**src/rtl/fir_pkg.sv**
```systemverilog
// Shared FIR types and sizing helpers: loader FSM states, tap count, index width.
// Latency: n/a (package only).
// Backpressure: n/a (package only).
package fir_pkg;

  typedef enum logic [1:0] {
    IDLE = 2'd0,
    LOAD = 2'd1,
    PEND = 2'd2
  } loader_state_t;

  // Number of taps for a FIR with the given number of delay blocks.
  function automatic int taps(input int delays);
    return delays + 1;
  endfunction

  // Width of an index that addresses n_taps entries; never narrower than 1 bit.
  function automatic int idx_width(input int n_taps);
    return (n_taps <= 2) ? 1 : $clog2(n_taps);
  endfunction

endpackage

```
**src/rtl/fir_coeff_loader_if.sv**
```systemverilog
// Coefficient word stream: valid/ready handshake carrying one N-bit word plus an end-of-set flag.
// Latency: n/a (bundle of wires).
// Backpressure: the slave holds off the master by dropping load_ready; the master holds its word until taken.
//   load_valid : word and last flag are valid this cycle
//   load_ready : slave can take a word this cycle
//   load_data  : coefficient word, sent tap 0 first
//   load_last  : final word of a set
interface fir_coeff_loader_if #(
  parameter int N = 32
);
  logic         load_valid;
  logic         load_ready;
  logic [N-1:0] load_data;
  logic         load_last;

  modport master (
    output load_valid,
    output load_data,
    output load_last,
    input  load_ready
  );

  modport slave (
    input  load_valid,
    input  load_data,
    input  load_last,
    output load_ready
  );
endinterface

```
**src/rtl/fir_coeff_bank.sv**
```systemverilog
// Shadow coefficient bank plus the active bank driven to the FIR; commit copies shadow to active in one edge.
// Latency: a write lands in shadow on the next edge; b follows shadow one edge after commit.
// Backpressure: none; always accepts a write and a commit.
//   clk, rst : clock and async active-high reset (clears shadow and b)
//   wr_en/wr_idx/wr_dat : write one word into shadow[wr_idx]
//   commit   : copy the whole shadow into b
//   b        : active coefficients, tap i at bits [(i+1)*N-1 : i*N]
module fir_coeff_bank #(
  parameter int TAPS = 4,
  parameter int N    = 32,
  parameter int IW   = 2
) (
  input  logic            clk,
  input  logic            rst,
  input  logic            wr_en,
  input  logic [IW-1:0]   wr_idx,
  input  logic [N-1:0]    wr_dat,
  input  logic            commit,
  output logic [TAPS*N-1:0] b
);

  logic [N-1:0]      shadow [TAPS];
  logic [TAPS*N-1:0] shadow_flat;

  always_ff @(posedge clk or posedge rst) begin
    if (rst) begin
      for (int i = 0; i < TAPS; i++) shadow[i] <= '0;
    end else if (wr_en) begin
      shadow[wr_idx] <= wr_dat;
    end
  end

  always_comb begin
    shadow_flat = '0;
    for (int i = 0; i < TAPS; i++) shadow_flat[i*N +: N] = shadow[i];
  end

  // The active bank is only ever replaced as a whole, so the FIR never sees a mix of sets.
  always_ff @(posedge clk or posedge rst) begin
    if (rst) begin
      b <= '0;
    end else if (commit) begin
      b <= shadow_flat;
    end
  end

endmodule

```
**src/rtl/fir_coeff_loader.sv**
```systemverilog
// Collects a serial set of TAPS coefficient words and swaps them into the FIR bus atomically on apply_en.
// Latency: with apply_en high, b updates one edge after the last word is taken; updated/err are 1-cycle registered pulses.
// Backpressure: load_ready low during reset release cycle and while a complete set waits for apply_en; no buffering.
//   clk, rst   : clock and async active-high reset
//   load       : coefficient stream (slave side)
//   apply_en   : commit permitted this cycle
//   abort      : flush a partial or pending set; wins over transfer and commit
//   b          : active coefficients, tap 0 in the LSBs
//   busy       : load in progress or commit pending
//   updated    : b changed this cycle
//   err        : malformed set discarded
module fir_coeff_loader
  import fir_pkg::*;
#(
  parameter int DELAYS = 3,
  parameter int N      = 32
) (
  input  logic                      clk,
  input  logic                      rst,
  fir_coeff_loader_if.slave         load,
  input  logic                      apply_en,
  input  logic                      abort,
  output logic [taps(DELAYS)*N-1:0] b,
  output logic                      busy,
  output logic                      updated,
  output logic                      err
);

  localparam int            TAPS     = taps(DELAYS);
  localparam int            IW       = idx_width(TAPS);
  localparam logic [IW-1:0] LAST_IDX = IW'(TAPS - 1);

  loader_state_t state_q, state_d;
  logic [IW-1:0] idx_q, idx_d;
  logic          rdy_en_q;
  logic          updated_q, err_q;
  logic          xfer, commit, err_d;

  // Held low through reset and the first edge after it, so ready rises one cycle after release.
  always_ff @(posedge clk or posedge rst) begin
    if (rst) rdy_en_q <= 1'b0;
    else     rdy_en_q <= 1'b1;
  end

  assign load.load_ready = rdy_en_q && (state_q != PEND);
  assign busy            = (state_q != IDLE);
  assign updated         = updated_q;
  assign err             = err_q;

  always_ff @(posedge clk or posedge rst) begin
    if (rst) begin
      state_q   <= IDLE;
      idx_q     <= '0;
      updated_q <= 1'b0;
      err_q     <= 1'b0;
    end else begin
      state_q   <= state_d;
      idx_q     <= idx_d;
      updated_q <= commit;
      err_q     <= err_d;
    end
  end

  always_comb begin
    state_d = state_q;
    idx_d   = idx_q;
    err_d   = 1'b0;
    commit  = 1'b0;
    // abort drops any word offered in the same cycle, even in IDLE.
    xfer    = load.load_valid && load.load_ready && !abort;

    case (state_q)
      IDLE, LOAD: begin
        if (abort) begin
          state_d = IDLE;
          idx_d   = '0;
        end else if (xfer) begin
          if (idx_q == LAST_IDX) begin
            if (load.load_last) begin
              state_d = PEND;
            end else begin
              // Set longer than TAPS words.
              err_d   = 1'b1;
              state_d = IDLE;
              idx_d   = '0;
            end
          end else if (load.load_last) begin
            // Set shorter than TAPS words.
            err_d   = 1'b1;
            state_d = IDLE;
            idx_d   = '0;
          end else begin
            state_d = LOAD;
            idx_d   = idx_q + 1'b1;
          end
        end
      end
      PEND: begin
        if (abort) begin
          state_d = IDLE;
          idx_d   = '0;
        end else if (apply_en) begin
          commit  = 1'b1;
          state_d = IDLE;
          idx_d   = '0;
        end
      end
      default: begin
        state_d = IDLE;
        idx_d   = '0;
      end
    endcase
  end

  fir_coeff_bank #(
    .TAPS (TAPS),
    .N    (N),
    .IW   (IW)
  ) u_bank (
    .clk    (clk),
    .rst    (rst),
    .wr_en  (xfer),
    .wr_idx (idx_q),
    .wr_dat (load.load_data),
    .commit (commit),
    .b      (b)
  );

endmodule

```
**src/flat_wrapper.sv**
```systemverilog
// flat-port wrapper written by rule: the top's interface ports become plain ports
module fir_coeff_loader_flat import fir_pkg::*;
#(
  parameter int DELAYS = 3,
  parameter int N      = 32
)
  (clk, rst, apply_en, abort, b, busy, updated, err, load_load_valid, load_load_data, load_load_last, load_load_ready);
  fir_coeff_loader_if #(.N(N)) load_i ();
  input  logic clk;
  input  logic rst;
  input  logic apply_en;
  input  logic abort;
  output logic [taps(DELAYS)*N-1:0] b;
  output logic busy;
  output logic updated;
  output logic err;
  input wire logic [$bits(load_i.load_valid)-1:0] load_load_valid;
  input wire logic [$bits(load_i.load_data)-1:0] load_load_data;
  input wire logic [$bits(load_i.load_last)-1:0] load_load_last;
  output wire logic [$bits(load_i.load_ready)-1:0] load_load_ready;
  assign load_i.load_valid = load_load_valid;
  assign load_i.load_data = load_load_data;
  assign load_i.load_last = load_load_last;
  assign load_load_ready = load_i.load_ready;
  fir_coeff_loader #(.DELAYS(DELAYS), .N(N)) u_core (.clk(clk), .rst(rst), .load(load_i), .apply_en(apply_en), .abort(abort), .b(b), .busy(busy), .updated(updated), .err(err));
endmodule
```
**config.mk**
```make
export PLATFORM = sky130hd
export DESIGN_NAME = fir_coeff_loader_flat
export DESIGN_NICKNAME = d
export VERILOG_FILES = /design/src/rtl/fir_pkg.sv /design/src/rtl/fir_coeff_loader_if.sv /design/src/rtl/fir_coeff_bank.sv /design/src/rtl/fir_coeff_loader.sv /design/src/flat_wrapper.sv
export SDC_FILE = /design/constraint.sdc
export NUM_CORES = 1
export LEC_CHECK = 0
export ABC_AREA = 1
export CORE_ASPECT_RATIO = 0.75
export CORE_UTILIZATION = 60
export DETAILED_ROUTE_END_ITERATION = 10
export DONT_BUFFER_PORTS = 1
export PLACE_DENSITY = 0.76
export SLEW_MARGIN = 25
export SYNTH_ARGS = -nofsm -noshare
export SYNTH_HDL_FRONTEND = slang
export SYNTH_SLANG_ARGS = --single-unit
export TNS_END_PERCENT = 50
```
**constraint.sdc**
```tcl
create_clock -name clk -period 19.6 [get_ports clk]
set_clock_uncertainty 0.2 [all_clocks]
set_input_delay 1.96 -clock clk [delete_from_list [all_inputs] [get_ports clk]]
set_output_delay 1.96 -clock clk [all_outputs]
set_load 0.02 [all_outputs]
```
==> flow_summary.json, run 1 <==
{
  "status": "completed",
  "grt_max_degree": 133,
  "cts_made_buffers": 25,
  "synth.distinct_cells": 19,
  "clock_path_buffers": 3,
  "initial_core_util_pct": 61.5,
  "routabilityCongestion": 0.753,
  "routed_wl_mm": 19.3,
  "areaGrowthSynthToFinish_pct": 8.90,
  "grt_antenna_before_repair": 0,
  "hold_violations": 0,
  "power_frac_comb_pct": 8.3,
  "total_power_mw": 1.20,
  "cp_cell_sequence": "nand2_2 > inv_1 > nor2_1",
  "setup_viol": 0,
  "crit_path_top_delay_cell": "dfrtp_1",
  "hp-class": "flip-flop to flip-flop",
  "core-area_um2": 16100,
  "hold_ws_ps": 314,
  "switching_share_pct": 23.5,
  "drv_cap": 0,
  "rsz0062_at_grt": "no",
  "overflow": 0,
  "synthTopCellsByArea": "dfrtp_1, o21ai_0, nand2_1, inv_1, o21ai_1",
  "syn_area_um2": 9890,
  "clock.fmax_ghz": 0.279,
  "cts_setup_buffers": 0,
  "cp.required_ps": 17440,
  "seq_area_frac_synth_pct": 66.6,
  "dp_hpwl_mm": 12.1,
  "fillers": 1215,
  "track_usage_pct": 23.9,
  "ios": 170,
  "die_w_um": 150,
  "p_seq_share_pct": 53.5,
  "min_to": "u_core.u_bank.shadow[96]",
  "synth_nets": 1054,
  "holdBufCountCts": 0,
  "clockPowerShare_pct": 38.2,
  "avgSynthCellArea_um2": 9.79,
  "fin_nets": 1037,
  "fin_crit_sh_pct": 18.3,
  "die_area_um2": 17000,
  "post-place-ws_ps": 15110,
  "r2r-end": "u_core.u_bank.b[119]",
  "synth-seq-cells": 263,
  "fin_ws_ps": 16010,
  "antenna_left": 0,
  "final_core_util_pct": 67.0,
  "ir_drop_mv": 0.0877,
  "htree_levels": 1,
  "io_buffers": 0,
  "dr.pass1.iters": 4,
  "path_class": "flip-flop to primary output",
  "power_density_nw_per_um2": 111,
  "synth-warning-count": 0,
  "synth_top_cell_by_area": "dfrtp_1",
  "cts_resized": 0,
  "hold_start": "u_core.u_bank.shadow[96]",
  "r2r_cells": 6,
  "dpl.cell_count": 1176,
  "hold_depth": 2,
  "endpoint_kind": "primary output",
  "power.leakage_nw": 5.27,
  "drcViolationCount": 0,
  "synth_top_area_share_pct": 66.6,
  "worst_slew_pin_slew_ps": 927,
  "drt_iter0_markers": 385,
  "grt_pass1_wl_mm": 32.2,
  "cts_tree": "done",
  "row_count": 40,
  "p_int_mw": 0.914,
  "layout_min_cycle_time_ps": 3590,
  "start_kind": "flip-flop",
  "final_area_um2": 10800,
  "cts.sinks": 263,
  "drive_above_1_share_pct": 5.56,
  "vias": 6451,
  "dpl-instance-area_um2": 9970,
  "regToRegSetupSlack_ps": 16950,
  "cts-root-buf": "clkbuf_16",
  "clk_pin_slew_worst_paths_ps": 60,
  "rr_startpoint": "u_core.state_q[1]",
  "cp.arrival_ps": 1430,
  "synthCells": 1010,
  "drt-vias-per-instance": 5.30,
  "tns_ps": 0,
  "fin_cells": 1218,
  "drv_slew": 0,
  "maxSlewHeadroom_pct": 38.2,
  "antenna_cells": 0,
  "clk_latency_ps": 500,
  "grt_pass1_vias": 6243,
  "cpPeakStageDelay_ps": 400,
  "fp.dieH_um": 113,
  "worst-path-max-fanout": 3,
  "p_sw_mw": 0.281,
  "wl_per_cell_um": 15.9
}
per-layer routing:
metal | share of wire, % | GRT usage (%)
met5 | 0 | 0
met2 | 43 | 34.3
met3 | 9.3 | 7.62
met4 | 1.7 | 5.12
met1 | 46 | 36.0
worst max-delay path: cells and delay by family (launching register included):
family / cells / cell delay (ps)
and+or+nand+nor: 2 / 430
DFF: 1 / 400
buffers and inverters: 1 / 100
worst max-delay path by stage:
stage,startpoint,to,slack [ps],cells past startpoint
final,u_core.state_q[1],load_load_ready,16010,3
after global routing,u_core.state_q[1],load_load_ready,15920,3
after CTS,abort,u_core.u_bank.b[24],15620,5
after detailed placement,abort,u_core.u_bank.b[24],15110,5
after global placement,abort,u_core.u_bank.b[117],15200,5
after floorplan,rst,u_core.err,10200,1
state kept, by name, indices dropped and copies added, names as in the netlist:
signal / flops
u_core.err: 1
u_core.state_q: 2
u_core.rdy_en_q: 1
u_core.u_bank.shadow: 128
u_core.idx_q: 2
u_core.updated: 1
u_core.u_bank.b: 128
synth_stat cells, drive strengths merged:
cell type and n:
dfrtp 263, inv 141, o21ai 258, clkbuf 16, nand2 271, ha 6, conb 1, buf 36
nor2 10, nand3 5, nand4 2, or2 1
power groups by stage:
stage	Sequential, mW	Combinational, mW	Clock, mW
global placement	0.646	0.0948	0
global route	0.647	0.121	0.484
floorplan	0.644	0.0790	0
CTS	0.639	0.101	0.466
finish	0.639	0.0995	0.456
detailed placement	0.649	0.0992	0
cell usage in the layout (no fill, tap or decap), drive strengths merged:
cell    count
conb        1
ha          6
nor2       10
o21ai     258
or2         1
inv       141
clkbuf     38
buf         8
nand2     271
dfrtp     263
nand4       2
nand3       5
clkinv      4
final cells by class:
class	instances	area [um^2]	share of cell area (%)
Inverter	141	537	4.99
Clock buffer	38	764	7.10
Sequential cell	263	6580	61.1
Multi-Input combinational cell	554	2530	23.5
Tap cell	210	263	2.44
Clock inverter	4	20.0	0.186
Timing Repair Buffer	8	71.3	0.662
logic make-up (layout without fill, tap and decap cells):
group,after synthesis,after routing,share of synthesized area (%)
buffers and inverters,193,191,7.97
AOI/OAI and AO/OA,258,258,13.1
other,1,1,0.0379
adders and majority gates,6,6,0.759
and+or+nand+nor,289,289,11.6
DFF,263,263,66.6
Power figures use the tool's default switching activity.
==> inputs of run 2 (changes only) <==
ABC_AREA = 0   (was 1)
CORE_UTILIZATION = 57   (was 60)
PLACE_DENSITY = 0.75   (was 0.76)
clock period = 3 ns   (was 19.6 ns; I/O delays follow)
==> run 2 against run 1 <==
  * Die area rose by 11%
  * Clock-buffer cell count fell by 1
  * Cell area rose by 9.4%
  * First-iteration DRC count fell by 38%
  * Critical path depth rose by 1
  * Register-to-register slack got worse by 16000 ps
  * Critical endpoint is now u_core.u_bank.b[63]
  * Largest power group unchanged
==> flow_summary.json, run 2 <==
{
  "grt_antenna_before_repair": 1,
  "antenna_left": 0,
  "cp-startpoint": "u_core.state_q[1]",
  "grtUsageMet3_pct": 7.82,
  "async_flop_share_pct": 100,
  "p_int_mw": 5.80,
  "crit_family": "simple AND/OR/NAND/NOR gates",
  "drcViolationCount": 0,
  "antenna_cells": 0,
  "avgSynthCellArea_um2": 17.8,
  "synth_top_family_by_area": "multiplexers",
  "power_frac_comb_pct": 5.3,
  "fin_crit_sh_pct": 76.4,
  "dpl-instance-area_um2": 10600,
  "areaGrowthSynthToFinish_pct": 12.7,
  "hold_violations": 0,
  "status": "completed",
  "ios": 170,
  "grt_pass1_wl_mm": 31.5,
  "routabilityCongestion": 0.748,
  "initial_core_util_pct": 58.6,
  "synth_top_cell_by_area": "dfrtp_1",
  "cts_made_buffers": 24,
  "maxSlewHeadroom_pct": 55.4,
  "dpl.cell_count": 817,
  "post-place-ws_ps": 763,
  "start_kind": "flip-flop",
  "tns_ps": 0,
  "synth-compound-area-share_pct": 0.216,
  "synthAdderAreaFrac_pct": 0.719,
  "synth_xor_area_share_pct": 0,
  "rsz0062_at_grt": "no",
  "clockPowerShare_pct": 41.9,
  "clock_path_buffers": 3,
  "cp_num_buf_inv": 1,
  "cp_cell_sequence": "nand2b_1 > nor3b_4 > buf_12 > mux2_2",
  "synth_nets": 631,
  "grt.busiest_layer": "met2",
  "dp_hpwl_mm": 12.4,
  "yosys.area_share.simple_pct": 1.46,
  "synth_edf_count": 0,
  "rr_startpoint": "u_core.state_q[1]",
  "path_class": "flip-flop to flip-flop",
  "cp.arrival_ps": 2490,
  "row_count": 42,
  "setup_viol": 0,
  "hold_start": "load_load_valid",
  "power_density_nw_per_um2": 623,
  "synth.most_common_cell": "dfrtp_1",
  "final_common_cell": "dfrtp_1",
  "wl_per_cell_um": 22.4,
  "endpoint_kind": "flip-flop",
  "cts-root-buf": "clkbuf_16",
  "p_seq_share_pct": 52.8,
  "layout_min_cycle_time_ps": 2290,
  "drv_cap": 0,
  "htree_levels": 1,
  "layout_common_cells": "dfrtp_1, mux2_2, mux2_4",
  "syn_area_um2": 10400,
  "die_w_um": 158,
  "core-area_um2": 17800,
  "io_buffers": 0,
  "power.leakage_nw": 5.79,
  "clk_latency_ps": 510,
  "total_power_mw": 7.34,
  "met2_usage_pct": 34.5,
  "grt_max_degree": 110,
  "drt-vias-per-instance": 5.57,
  "cpPeakStageDelay_ps": 460,
  "clk_pin_slew_worst_paths_ps": 70,
  "fin_cells": 896,
  "crit_path_top_delay_cell": "dfrtp_1",
  "clock.fmax_ghz": 0.436,
  "synth-warning-count": 0,
  "cts_tree": "done",
  "track_usage_pct": 21.8,
  "synthTopCellsByArea": "dfrtp_1, mux2_2, mux2_4, buf_12, ha_1",
  "synth.area.mux_share_pct": 31.3,
  "fin_nets": 683,
  "overflow": 0,
  "cp.required_ps": 3190,
  "cts.sinks": 263,
  "worst_slew_pin_slew_ps": 667,
  "use_met1_pct": 28.4,
  "routed_wl_mm": 20.0,
  "grt_pass1_vias": 5543,
  "synth-seq-cells": 263,
  "synthTopCellsByCount": "dfrtp_1, mux2_2, mux2_4",
  "die_area_um2": 18900,
  "largestRegisters": "u_core.u_bank.b x128, u_core.u_bank.shadow x128",
  "synthCells": 587,
  "drt_iter0_markers": 239,
  "p_sw_mw": 1.55,
  "ir_drop_mv": 0.442,
  "cts_resized": 0,
  "drive_above_1_share_pct": 47.2,
  "dominantRegCellSynth": "dfrtp_1",
  "seq_area_frac_synth_pct": 63.0,
  "dr.pass1.iters": 4,
  "vias": 4988,
  "hp-class": "input pin to flip-flop",
  "drv_slew": 0,
  "synth_top_area_share_pct": 63.0,
  "switching_share_pct": 21.1,
  "final_area_um2": 11800,
  "fin_ws_ps": 707,
  "synth.distinct_cells": 27,
  "fp.dieH_um": 119,
  "worst-path-max-fanout": 64
}
[run 2: path summary, 6_finish.rpt]
path                                       endpoint  slack [ps]  cells after the start
max in group asynchronous       u_core.u_bank.b[21]        1470                      3
min in group asynchronous  u_core.u_bank.shadow[64]         160                      2
min reg2reg                    u_core.u_bank.b[108]         290                      1
max                             u_core.u_bank.b[63]         710                      4
min                        u_core.u_bank.shadow[11]         100                      3
max reg2reg                     u_core.u_bank.b[63]         710                      4
[run 2: timing repair]
action	4_1_cts	5_1_grt
buffers inserted	0	0
hold buffers	38	0
hold endpoints to repair	181	0
[run 2: worst min-delay path: stages]
cell and delay, ps:
nand4_1 80, buf_4 220, mux2_2 170
[run 2: power by group through the flow]
stage          registers (mW)  logic [mW]  clock network [mW]
3_5_place_dp             3.94       0.336                   0
2_1_floorplan            3.90       0.271                   0
4_1_cts                  3.88       0.403                3.13
3_3_place_gp             3.92       0.312                   0
5_1_grt                  3.90       0.437                3.27
6_report                 3.88       0.393                3.07
[run 2: per-layer routing]
metal  vias up  wire [um]
met4         2        422
met2       136       9350
met3        36       1680
li1       2164          -
met1      2650       8580
met5         -         12
[run 2: cell type report]
| cell class | instances | area [um^2] |
|---|---|---|
| inverters | 6 | 26.3 |
| flip-flops and latches | 263 | 6580 |
| multi-input cells | 291 | 3520 |
| clock inverters | 4 | 70.1 |
| repair buffers | 53 | 556 |
| well taps | 242 | 303 |
| clock buffers | 37 | 721 |
| fillers | 1170 | 6040 |
[run 2: cell families after synthesis]
group | count (synthesis)
adders and majority gates | 6
AOI/OAI and AO/OA | 3
muxes | 257
DFF | 263
other | 1
and+or+nand+nor | 24
buffers and inverters | 33
[run 2: stage by stage]
step                      util, %  hold WS, ps
after detailed placement     59.5         88.5
after global placement       59.5         86.2
after floorplan                 -          166
after CTS                    66.1         94.1
after global routing         66.1          118
final                        66.1         98.8
==> inputs of run 3 (changes only) <==
clock period = 2.1 ns   (was 3 ns; I/O delays follow)
==> run 3 against run 2 <==
  * Routed wire length increased by 4.4%
  * Global-route usage increased by 1.1 points
  * Non-clock buffer count grew 18
  * First-iteration DRC count grew 4.2%
  * Critical path type unchanged
  * Die area stayed put
  * Via count up 3.6%
  * Register-to-register slack worse by 600 ps
  * Combinational power grew 50%
  * Clock power up 50%
  * Largest cell class unchanged
  * Cell count is 2.8% higher
  * Clock-buffer cell count is 5 lower
==> flow_summary.json, run 3 (synthesized netlist as in run 2, its figures left out) <==
{
  "path_class": "flip-flop to flip-flop",
  "drt_iter0_markers": 249,
  "total_power_mw": 10.7,
  "power_frac_comb_pct": 5.5,
  "clk_pin_slew_worst_paths_ps": 70,
  "worst_slew_pin_slew_ps": 524,
  "crit_family": "simple AND/OR/NAND/NOR gates",
  "worst-path-max-fanout": 25,
  "layout_common_cells": "dfrtp_1, mux2_2, mux2_4",
  "fin_nets": 702,
  "drv_slew": 0,
  "clock_path_buffers": 3,
  "p_seq_share_pct": 51.7,
  "fin_cells": 921,
  "row_count": 42,
  "grt_pass1_wl_mm": 32.9,
  "hold_violations": 0,
  "ir_drop_mv": 0.556,
  "p_sw_mw": 2.31,
  "grt_max_degree": 56,
  "areaGrowthSynthToFinish_pct": 16.0,
  "drv_cap": 0,
  "dpl.cell_count": 834,
  "initial_core_util_pct": 58.6,
  "setup_viol": 0,
  "cp_num_buf_inv": 2,
  "maxSlewHeadroom_pct": 65.1,
  "track_usage_pct": 22.9,
  "switching_share_pct": 21.6,
  "regToRegSetupSlack_ps": 100,
  "clk_latency_ps": 510,
  "routabilityCongestion": 0.824,
  "wl_per_cell_um": 22.7,
  "dr.pass1.iters": 4,
  "cp_cell_sequence": "nand2b_1 > nor3b_4 > buf_4 > buf_12 > mux2_2",
  "htree_levels": 1,
  "layout_min_cycle_time_ps": 2000,
  "ios": 170,
  "p_int_mw": 8.41,
  "io_buffers": 0,
  "antenna_left": 0,
  "die_w_um": 158,
  "vias": 5167,
  "status": "completed",
  "dp_hpwl_mm": 13.6,
  "routed_wl_mm": 20.9,
  "overflow": 0,
  "power_density_nw_per_um2": 885,
  "fp.dieH_um": 119,
  "cp.arrival_ps": 2190,
  "cts_made_buffers": 25,
  "hp-class": "input pin to flip-flop",
  "core-area_um2": 17800,
  "grt_pass1_vias": 5681,
  "cts_tree": "done",
  "cts.sinks": 263,
  "cp.required_ps": 2290,
  "drt-vias-per-instance": 5.61,
  "grt_antenna_before_repair": 3,
  "start_kind": "flip-flop",
  "clockPowerShare_pct": 42.8,
  "rsz0062_at_grt": "no",
  "largestRegisters": "u_core.u_bank.b x128, u_core.u_bank.shadow x128",
  "drive_above_1_share_pct": 49.6,
  "drcViolationCount": 0,
  "fin_crit_sh_pct": 95.1,
  "endpoint_kind": "flip-flop",
  "hold_ws_ps": 59.5,
  "clock.fmax_ghz": 0.501,
  "final_common_cell": "dfrtp_1",
  "cts-root-buf": "clkbuf_16",
  "cpPeakStageDelay_ps": 390,
  "crit_path_top_delay_cell": "dfrtp_1",
  "power.leakage_nw": 5.95,
  "die_area_um2": 18900
}
[run 3: changes by cell type in the layout (fill, tap and decap cells not counted), sizes merged]
cell	delta
buf	+17
clkbuf	-5
clkinv	+4
clkinvlp	+4
diode	+3
bufinv	+1
dlygate4sd3	+1
[run 3: area by class of cell]
type | count | area [um^2]
multi-input cells | 291 | 3520
clock buffers | 32 | 692
inverters | 6 | 26.3
well taps | 242 | 303
flip-flops and latches | 263 | 6580
fillers | 1154 | 5690
repair buffers | 71 | 831
diodes | 3 | 7.51
clock inverters | 13 | 158
[run 3: repair_timing]
item                                    4_1_cts  5_1_grt
resized for setup                             0        1
endpoints found under the setup margin        0        1
hold endpoints to repair                    408        0
buffers inserted                              0        0
hold buffers                                 39        0
[run 3: worst paths after layout]
| check | depth (start not counted) | endpoint | startpoint |
|---|---|---|---|
| max in group asynchronous | 3 | u_core.u_bank.b[120] | rst |
| min in group asynchronous | 3 | u_core.u_bank.shadow[95] | rst |
| worst max-delay path | 5 | u_core.u_bank.b[57] | u_core.state_q[0] |
| worst min-delay path | 3 | u_core.u_bank.b[56] | apply_en |
| worst min register to register | 1 | u_core.u_bank.b[118] | u_core.u_bank.shadow[22] |
| worst max register to register | 5 | u_core.u_bank.b[57] | u_core.state_q[0] |
[run 3: per-stage QoR]
step / cell area (um^2) / setup TNS [ps] / utilization [%] / setup WS (ps)
detailed placement: 10900 / 0 / 61.0 / 124
finish: 12100 / 0 / 68.1 / 103
global route: 12100 / 0 / 68.1 / 34.0
floorplan: 10500 / -468020 / - / -1780
CTS: 12100 / 0 / 68.0 / 89.4
global placement: 10900 / 0 / 61.0 / 159
[run 3: layer usage]
layer	up-vias	part of all wire, %	global-route usage (%)
li1	2222	-	-
met1	2774	42	29.5
met2	151	49	37.3
met3	20	8.2	8.19
met4	0	1.3	4.63
met5	-	0	0
[run 3: power by group through the flow]
stage	Combinational, mW	Clock (mW)	Sequential [mW]
final	0.588	4.59	5.55
after global placement	0.468	0	5.61
after global routing	0.650	4.90	5.58
after detailed placement	0.501	0	5.64
after CTS	0.602	4.68	5.55
after floorplan	0.387	0	5.57
[run 3: worst reg2reg max path, stage by stage, from the launching register on]
cell and delay (ps):
dfrtp_1 390, nand2b_1 220, nor3b_4 250, buf_4 210, buf_12 240, mux2_2 380
